===== config.mk =====
export PLATFORM = sky130hd
export DESIGN_NAME = sample_fifo_flat
export DESIGN_NICKNAME = d
export VERILOG_FILES = /design/src/rtl/adda_pkg.sv /design/src/rtl/sample_fifo_if.sv /design/src/rtl/sample_fifo_ram.sv /design/src/rtl/sample_fifo.sv /design/src/flat_wrapper.sv
export SDC_FILE = /design/constraint.sdc
export NUM_CORES = 1
export LEC_CHECK = 0
export ABC_AREA = 0
export CORE_MARGIN = 2
export CORE_UTILIZATION = 35
export CTS_CLUSTER_SIZE = 24
export DETAILED_ROUTE_END_ITERATION = 16
export HOLD_SLACK_MARGIN = 0.03
export PLACE_DENSITY_LB_ADDON = 0.08
export SLEW_MARGIN = 10
export SYNTH_ARGS = -nofsm -noshare
export SYNTH_HDL_FRONTEND = slang
export SYNTH_HIERARCHICAL = 1
export SYNTH_SLANG_ARGS = --single-unit

===== constraint.sdc =====
create_clock -name clk -period 9.79 [get_ports clk]
set_clock_uncertainty 0.2 [all_clocks]
set_input_delay 2.937 -clock clk [delete_from_list [all_inputs] [get_ports clk]]
set_output_delay 2.937 -clock clk [all_outputs]
set_load 0.01 [all_outputs]

===== src/rtl/adda_pkg.sv =====
// rtl/adda_pkg.sv - widths shared between sample capture, FIFO and upsampler
package adda_pkg;
   localparam int DATAWIDTH   = 14;
   localparam int SAMPLE_RATE = 4;
   localparam int ADDR_WIDTH  = 6;
endpackage


===== src/rtl/sample_fifo_if.sv =====
// rtl/sample_fifo_if.sv - sample FIFO write/read/status bundle
interface sample_fifo_if #(
   parameter int DATAWIDTH  = adda_pkg::DATAWIDTH,
   parameter int ADDR_WIDTH = adda_pkg::ADDR_WIDTH
);
   logic                  wr_en;
   logic [DATAWIDTH-1:0]  wr_data;
   logic                  rd_en;
   logic [DATAWIDTH-1:0]  rd_data;
   logic                  rd_valid;
   logic                  full;
   logic                  empty;
   logic                  above_half;
   logic [ADDR_WIDTH:0]   count;
   logic                  overflow;
   logic                  underflow;

   modport master (
      output wr_en, wr_data, rd_en,
      input  rd_data, rd_valid, full, empty, above_half, count, overflow, underflow
   );

   modport slave (
      input  wr_en, wr_data, rd_en,
      output rd_data, rd_valid, full, empty, above_half, count, overflow, underflow
   );
endinterface


===== src/rtl/sample_fifo_ram.sv =====
// rtl/sample_fifo_ram.sv - simple dual-port RAM, one write port, registered read port
module sample_fifo_ram #(
   parameter int DATAWIDTH  = adda_pkg::DATAWIDTH,
   parameter int ADDR_WIDTH = adda_pkg::ADDR_WIDTH
) (
   input  logic                  clk,
   input  logic                  rst,
   input  logic                  we,
   input  logic [ADDR_WIDTH-1:0] wr_addr,
   input  logic [DATAWIDTH-1:0]  wr_data,
   input  logic                  re,
   input  logic [ADDR_WIDTH-1:0] rd_addr,
   output logic [DATAWIDTH-1:0]  rd_data
);
   logic [DATAWIDTH-1:0] mem [0:(1<<ADDR_WIDTH)-1];

   always_ff @(posedge clk) begin
      if (we)
         mem[wr_addr] <= wr_data;
   end

   // Same-address read and write return the old word, which the full-FIFO read+write case relies on.
   always_ff @(posedge clk) begin
      if (rst)
         rd_data <= '0;
      else if (re)
         rd_data <= mem[rd_addr];
   end
endmodule


===== src/rtl/sample_fifo.sv =====
// rtl/sample_fifo.sv - single-clock sample FIFO feeding the linear-interpolation upsampler
module sample_fifo #(
   parameter int DATAWIDTH  = adda_pkg::DATAWIDTH,
   parameter int ADDR_WIDTH = adda_pkg::ADDR_WIDTH
) (
   input  logic            clk,
   input  logic            rst,
   sample_fifo_if.slave    bus
);
   localparam int DEPTH = 1 << ADDR_WIDTH;
   localparam logic [ADDR_WIDTH:0] DEPTH_C = (ADDR_WIDTH+1)'(DEPTH);
   localparam logic [ADDR_WIDTH:0] HALF_C  = (ADDR_WIDTH+1)'(DEPTH/2);

   logic [ADDR_WIDTH-1:0] wr_ptr, rd_ptr;
   logic [ADDR_WIDTH:0]   count_q, count_next;
   logic                  full_q, empty_q, above_half_q;
   logic                  overflow_q, underflow_q, rd_valid_q;
   logic                  wr_accept, rd_accept;

   // A write while full still succeeds when a read frees the slot on the same edge.
   always_comb begin
      rd_accept  = bus.rd_en && !empty_q;
      wr_accept  = bus.wr_en && (!full_q || bus.rd_en);
      count_next = count_q;
      if (wr_accept && !rd_accept)
         count_next = count_q + 1'b1;
      else if (rd_accept && !wr_accept)
         count_next = count_q - 1'b1;
   end

   always_ff @(posedge clk) begin
      if (rst) begin
         wr_ptr       <= '0;
         rd_ptr       <= '0;
         count_q      <= '0;
         full_q       <= 1'b0;
         empty_q      <= 1'b1;
         above_half_q <= 1'b0;
         overflow_q   <= 1'b0;
         underflow_q  <= 1'b0;
         rd_valid_q   <= 1'b0;
      end else begin
         if (wr_accept)
            wr_ptr <= wr_ptr + 1'b1;
         if (rd_accept)
            rd_ptr <= rd_ptr + 1'b1;
         count_q      <= count_next;
         full_q       <= (count_next == DEPTH_C);
         empty_q      <= (count_next == '0);
         above_half_q <= (count_next >= HALF_C);
         rd_valid_q   <= rd_accept;
         if (bus.wr_en && full_q && !bus.rd_en)
            overflow_q <= 1'b1;
         if (bus.rd_en && empty_q)
            underflow_q <= 1'b1;
      end
   end

   sample_fifo_ram #(
      .DATAWIDTH  (DATAWIDTH),
      .ADDR_WIDTH (ADDR_WIDTH)
   ) u_ram (
      .clk     (clk),
      .rst     (rst),
      .we      (wr_accept && !rst),
      .wr_addr (wr_ptr),
      .wr_data (bus.wr_data),
      .re      (rd_accept),
      .rd_addr (rd_ptr),
      .rd_data (bus.rd_data)
   );

   assign bus.rd_valid   = rd_valid_q;
   assign bus.full       = full_q;
   assign bus.empty      = empty_q;
   assign bus.above_half = above_half_q;
   assign bus.count      = count_q;
   assign bus.overflow   = overflow_q;
   assign bus.underflow  = underflow_q;
endmodule


===== src/flat_wrapper.sv =====
// flat-port wrapper written by rule: the top's interface ports become plain ports
module sample_fifo_flat 
#(
   parameter int DATAWIDTH  = adda_pkg::DATAWIDTH,
   parameter int ADDR_WIDTH = adda_pkg::ADDR_WIDTH
)
  (clk, rst, bus_wr_en, bus_wr_data, bus_rd_en, bus_rd_data, bus_rd_valid, bus_full, bus_empty, bus_above_half, bus_count, bus_overflow, bus_underflow);
  sample_fifo_if #(.DATAWIDTH(DATAWIDTH), .ADDR_WIDTH(ADDR_WIDTH)) bus_i ();
  input  logic clk;
  input  logic rst;
  input wire logic [$bits(bus_i.wr_en)-1:0] bus_wr_en;
  input wire logic [$bits(bus_i.wr_data)-1:0] bus_wr_data;
  input wire logic [$bits(bus_i.rd_en)-1:0] bus_rd_en;
  output wire logic [$bits(bus_i.rd_data)-1:0] bus_rd_data;
  output wire logic [$bits(bus_i.rd_valid)-1:0] bus_rd_valid;
  output wire logic [$bits(bus_i.full)-1:0] bus_full;
  output wire logic [$bits(bus_i.empty)-1:0] bus_empty;
  output wire logic [$bits(bus_i.above_half)-1:0] bus_above_half;
  output wire logic [$bits(bus_i.count)-1:0] bus_count;
  output wire logic [$bits(bus_i.overflow)-1:0] bus_overflow;
  output wire logic [$bits(bus_i.underflow)-1:0] bus_underflow;
  assign bus_i.wr_en = bus_wr_en;
  assign bus_i.wr_data = bus_wr_data;
  assign bus_i.rd_en = bus_rd_en;
  assign bus_rd_data = bus_i.rd_data;
  assign bus_rd_valid = bus_i.rd_valid;
  assign bus_full = bus_i.full;
  assign bus_empty = bus_i.empty;
  assign bus_above_half = bus_i.above_half;
  assign bus_count = bus_i.count;
  assign bus_overflow = bus_i.overflow;
  assign bus_underflow = bus_i.underflow;
  sample_fifo #(.DATAWIDTH(DATAWIDTH), .ADDR_WIDTH(ADDR_WIDTH)) u_core (.clk(clk), .rst(rst), .bus(bus_i));
endmodule

==> results.ini, run 1 <==
[outcome]
outcome = finished, final reports clean

[setup_path]
required_ps = 9860
endpoint_kind = register
critPathKind = input port to register
path_max_fanout = 14
startpoint_type = input port
ff2ff_path_depth = 6
arrival_ps = 6770

[final_layout]
fillers = 9232
drive_gt1_share_pct = 22.2
final_common_cell = edfxtp_1
layout.cells.non_filler = 3473
mostFrequentLayoutCells = edfxtp_1, mux2i_1, mux4_2
nets = 2028
area.growth.synth_to_final_pct = 15.4

[logic_synthesis]
ys.flop_type = edfxtp_1
ys_types = 57
synthCells = 1881
synth_seq_cells = 935
synthArstFlopShare_pct = 0
seq_area_frac_synth_pct = 76.2
syn_area_mm2 = 0.0363
synth.avg_cell_area_um2 = 19.3
synth-edff-count = 896
ys_warn_count = 6
synth_fp_nets = 1903

[power]
power.leakage_nw = 12.7
ir_drop_v = 0.000145
power_mw = 8.92
power.density_mw_per_mm2 = 213

[floorplanning]
core_region_area_mm2 = 0.103
die-area_mm2 = 0.106
fp.dieH_um = 326
initial_core_util_pct = 35.2
die_x_um = 326
io_pins = 45
rows = 118

[drt]
drtAntennaViolNets = 0
first_pass_iters = 5
drt_wl_total_um = 98400
num_vias = 18200
post_drt_wl_per_cell_um = 28.3
first_iter_violations = 1757
viasPerCell = 5.24
route.detailed.drc = 0

[placed_design]
place_congestion = 0.800
dp_cells = 3280
dp_hpwl_um = 56900
placement.io_buffers = 44
dp_slack_ps = 2500

[sta]
drv_slew = 0
whs_ps = 286
final_hold_viol_count = 0
min_period_ps = 6700
rsz0062_at_grt = false
slew_headroom_pct = 10.5
worst_slack_ps = 3090
setup_viol = 0
worst_pin_slew_ps = 1310
max_freq_mhz = 149
final.period_utilization_pct = 68.4
fin_tns_setup_ps = 0

[clocking]
cts_resized = 0
cts_tree = yes
clkLatencyLatePin_ps = 670
cts_buffer_depth = 3
cts.sinks = 935
path_clk_slew_ps = 60
cts_hold_buf = 0
h-tree-depth = 3
cts-root-buf = clkbuf_16
cts_buffers = 104
postCtsSetupBuffers = 0

[grt]
overflow = 0
grt_pass1_vias = 18300
antenna_found_initial = 3
grt_max_degree = 170
grt_pass1_wl_um = 139000
grt.total_usage_pct = 18.3

[flow_run]
cap_violations = 0

[hold_path]
min_path_type = register to register
worstHoldPathCells = 2

## through the flow
stage,instance area [um2],util (%)
after CTS,41900,40.6
after global placement,38600,37.4
after global routing,41900,40.6
after floorplan,36300,-
final,41900,40.6
after detailed placement,38600,37.4
## synthesized netlist by cell type, types with 3 or more instances
cell | instances | area share, %
a2111oi_0 | 56 | 1.3
a211oi_1 | 59 | 1.2
a21oi_1 | 7 | 0.096
a22o_1 | 84 | 2.0
and3_1 | 3 | 0.052
buf_1 | 13 | 0.13
buf_2 | 36 | 0.50
buf_4 | 10 | 0.21
buf_6 | 11 | 0.34
clkbuf_1 | 47 | 0.49
dfxtp_1 | 39 | 2.1
edfxtp_1 | 896 | 74
ha_1 | 4 | 0.14
inv_1 | 4 | 0.041
mux2_2 | 56 | 1.7
mux2i_1 | 114 | 3.1
mux4_2 | 112 | 6.9
nand2_1 | 17 | 0.18
nand2b_1 | 6 | 0.10
nand3_1 | 8 | 0.11
nand3b_1 | 4 | 0.083
nand4_1 | 6 | 0.10
nor2_1 | 86 | 0.89
nor2b_1 | 62 | 1.1
nor3_1 | 9 | 0.12
nor4_1 | 28 | 0.48
o221ai_1 | 14 | 0.34
o22ai_1 | 29 | 0.50
or3_1 | 4 | 0.069
or3b_2 | 15 | 0.36
xnor2_1 | 5 | 0.12
xor2_1 | 8 | 0.19
## per-layer routing
metal	vias up	share of wire (%)	global-route usage, %
met3	107	5.3	3.44
met2	480	45	27.9
li1	8044	-	-
met4	0	1.6	3.50
met1	9584	48	27.6
met5	-	0	0
## report_power, final
group	switching (mW)	leakage, nW	internal (mW)	total, mW
clock network	1.56	1.64	2.25	3.81
registers	0.0679	8.37	4.41	4.48
logic	0.379	2.67	0.259	0.638
total	2.00	12.7	6.92	8.92
## logic make-up after synthesis
kind of cell               after synthesis  share of synthesized area (%)
buffers and inverters                  122                           1.71
and+or+nand+nor                        264                           4.05
DFF                                    935                           76.2
muxes                                  282                           11.8
adders and majority gates                4                          0.138
xor gates and xnor gates                13                          0.313
AOI/OAI and AO/OA                      261                           5.80
## final timing paths
kind | slack (ps) | to | start
setup / recovery | 3090 | u_core/u_ram/mem[62][8] | bus_rd_en
hold / removal | 290 | u_core/bus.underflow | u_core/bus.underflow
setup reg to reg | 5770 | u_core/u_ram/mem[62][8] | u_core/bus.full
hold reg to reg | 290 | u_core/bus.underflow | u_core/bus.underflow
## flip-flops by register name (all words and copies together) (netlist names), 6 cells and up
register and count:
u_core/u_ram/rd_data 14, u_core/wr_ptr 6, u_core/bus.count 7, u_core/rd_ptr 6
u_core/u_ram/mem 896
## critical path, stage by stage
cell and delay (ps):
clkdlybuf4s50_1 720, nand2b_1 220, nand2_1 110, nor2_1 590, nor2b_1 550, nand3_1 540
nor2_1 1080
## area by class of cell
class | count | area, um2 | share of cell area [%]
Sequential cell | 935 | 27700 | 66.0
Timing Repair Buffer | 136 | 1080 | 2.58
Clock inverter | 59 | 489 | 1.17
Clock buffer | 132 | 2840 | 6.78
Inverter | 5 | 18.8 | 0.0447
Multi-Input combinational cell | 824 | 8090 | 19.3
Antenna cell | 2 | 5.00 | 0.0119
Tap cell | 1380 | 1730 | 4.12
Note: power is estimated with default switching activity, not from simulation.
==> run 2: changes to the inputs <==
Clock period 9.79 ns to 6.7 ns, I/O delays scaled along.
==> run 2 against run 1 <==
First-iteration DRC count is 6.5% lower. Critical path depth is 2 higher. Die area stayed put. Routed wire length is 0.48% higher. Sequential power is 46% higher. Total power is 47% higher. Utilization is 0.21 points higher. Non-clock buffer count is 25 higher. Sequential share of layout area is 0.33 points lower. Clock power is 48% higher. Sequential cell count stayed put. Worst setup slack worse by 1300 ps.
==> results.ini, run 2 (synthesis results as in run 1) <==
[outcome]
outcome = finished, final reports clean

[floorplanning]
fp.dieH_um = 326  ; unchanged
die-area_mm2 = 0.106  ; unchanged
io_pins = 45  ; unchanged
rows = 118  ; unchanged
die_x_um = 326  ; unchanged
initial_core_util_pct = 35.2  ; unchanged
core_region_area_mm2 = 0.103  ; unchanged

[placed_design]
postPlaceCellArea_mm2 = 0.0388  ; +0.51%
dp_hpwl_um = 60600  ; +6.5%
dp_cells = 3305  ; +0.76%
place_congestion = 0.786  ; -1.8%
placement.io_buffers = 44  ; unchanged

[grt]
grt_pass1_wl_um = 139000  ; -0.30%
grt.total_usage_pct = 18.4  ; +0.054 points
antenna_found_initial = 5  ; +2
grt_max_degree = 121  ; -29%
overflow = 0  ; unchanged
grt_pass1_vias = 18500  ; +1.3%

[sta]
final_hold_viol_count = 0  ; unchanged
worst_pin_slew_ps = 1400  ; +88.5 ps
rsz0062_at_grt = false
final.period_utilization_pct = 73.2
setup_viol = 0  ; unchanged
min_period_ps = 4910
slew_headroom_pct = 6.59  ; -3.9 points
drv_slew = 0  ; unchanged
fin_tns_setup_ps = 0  ; unchanged
max_freq_mhz = 204

[final_layout]
nets = 2051  ; +1.1%
multiInputGateArea_mm2 = 0.00808  ; -0.12%
top_register = u_core/u_ram/mem
stdcell_area_mm2 = 0.0422  ; +0.51%
fillers = 9174  ; -0.63%
area.growth.synth_to_final_pct = 16.0
largest_reg_flops = 896  ; unchanged
drive_gt1_share_pct = 23.0  ; +0.81 points
layout.cells.non_filler = 3492  ; +0.55%
final_common_cell = edfxtp_1
layout.area.seq_mm2 = 0.0277  ; unchanged
mostFrequentLayoutCells = edfxtp_1, mux2i_1, buf_4
fin_util_pct = 40.9  ; +0.21 points

[hold_path]
min_path_type = register to register

[power]
swShare_pct = 22.3  ; -0.19 points
p_sw_mw = 2.92  ; +46%
power.leakage_nw = 12.8  ; +1.2%
power.density_mw_per_mm2 = 311  ; +46%
p_comb_share_pct = 7.2  ; about the same
seqPwrFrac_pct = 49.9  ; -0.3 points
p_int_mw = 10.2  ; +47%
power_mw = 13.1  ; +47%
p_clk_share_pct = 42.9  ; +0.2 points
ir_drop_v = 0.000204  ; +41%

[setup_path]
critPathKind = input port to register
endpoint_kind = register
path_max_fanout = 12  ; -2
crit_path_top_delay_cell = clkdlybuf4s50_1
cp_num_buf_inv = 3  ; +2
startpoint_type = input port
crit_family = simple AND/OR/NAND/NOR gates
path_cells = clkdlybuf4s50_1 -> nand2b_1 -> nand2_1 -> nor2_1 -> nor2b_1 -> nand2_1 -> buf_4 -> nor2_1 -> buf_4
arrival_ps = 5080  ; -1690 ps
required_ps = 6870  ; -2990 ps
slowest_delay_ps = 700  ; -380 ps

[clocking]
cts-root-buf = clkbuf_16
cts_buffer_depth = 3  ; unchanged
path_clk_slew_ps = 60  ; about the same
cts_hold_buf = 0  ; unchanged
postCtsSetupBuffers = 0  ; unchanged
cts.sinks = 935  ; unchanged
h-tree-depth = 3  ; unchanged
cts_resized = 0  ; unchanged
cts_tree = yes
cts_buffers = 102  ; -1.9%
clkLatencyLatePin_ps = 670  ; about the same

[drt]
viasPerCell = 5.24  ; -0.12%
num_vias = 18300  ; +0.42%
route.detailed.drc = 0  ; unchanged
drtAntennaViolNets = 0  ; unchanged
drt_wl_total_um = 98900  ; +0.48%
first_pass_iters = 5  ; unchanged
post_drt_wl_per_cell_um = 28.3  ; about the same
first_iter_violations = 1643  ; -6.5%

[flow_run]
cap_violations = 0  ; unchanged

-- run 2: changes by cell type in the layout (fill, tap and decap cells not counted), moves of 3 or more --
cell / delta
nor2_1: +3
bufinv_16: +4
clkinv_1: -8
nor2_2: -3
clkbuf_16: -4
clkinv_2: -5
buf_4: +24
-- run 2: path summary, 6_finish.rpt --
path	start	endpoint	slack [ps]	cells past startpoint
max reg2reg	u_core/rd_ptr[0]	u_core/u_ram/rd_data[8]	2910	5
min	u_core/bus.underflow	u_core/bus.underflow	290	2
min reg2reg	u_core/bus.underflow	u_core/bus.underflow	290	2
max	bus_rd_en	u_core/u_ram/mem[42][6]	1790	9
-- run 2: worst register-to-register path, stage by stage (launching register included) --
cell and delay, ps:
dfxtp_4 800, buf_4 690, mux4_2 650, a22o_1 350, nor4_1 700, o221ai_1 240
-- run 2: layer usage --
metal	vias up	global-route usage (%)	part of all wire [%]
met5	-	0	0.013
met4	2	4.03	1.8
met3	110	4.14	5.7
met2	488	28.3	46
met1	9600	26.7	47
li1	8092	-	-
-- run 2: area by class of cell --
| type | count | share of cell area (%) |
|---|---|---|
| Timing Repair Buffer | 161 | 3.04 |
| Multi-Input combinational cell | 824 | 19.2 |
| Sequential cell | 935 | 65.7 |
| Inverter | 5 | 0.0445 |
| Tap cell | 1380 | 4.10 |
| Clock buffer | 131 | 6.56 |
| Antenna cell | 3 | 0.0178 |
| Clock inverter | 53 | 1.39 |
-- run 2: through the flow --
step / hold slack (ps) / setup slack [ps]
2_1_floorplan: 257 / 2060
3_3_place_gp: 270 / 1220
3_5_place_dp: 278 / 1160
4_1_cts: 296 / 1860
5_1_grt: 334 / 1570
6_report: 289 / 1790
-- run 2: power groups by stage --
stage	sequential [mW]	combinational, mW	clock (mW)
3_5_place_dp	6.66	0.964	0
3_3_place_gp	6.66	0.958	0
6_report	6.53	0.948	5.62
4_1_cts	6.53	0.968	5.78
5_1_grt	6.54	1.01	5.98
2_1_floorplan	6.60	0.549	0
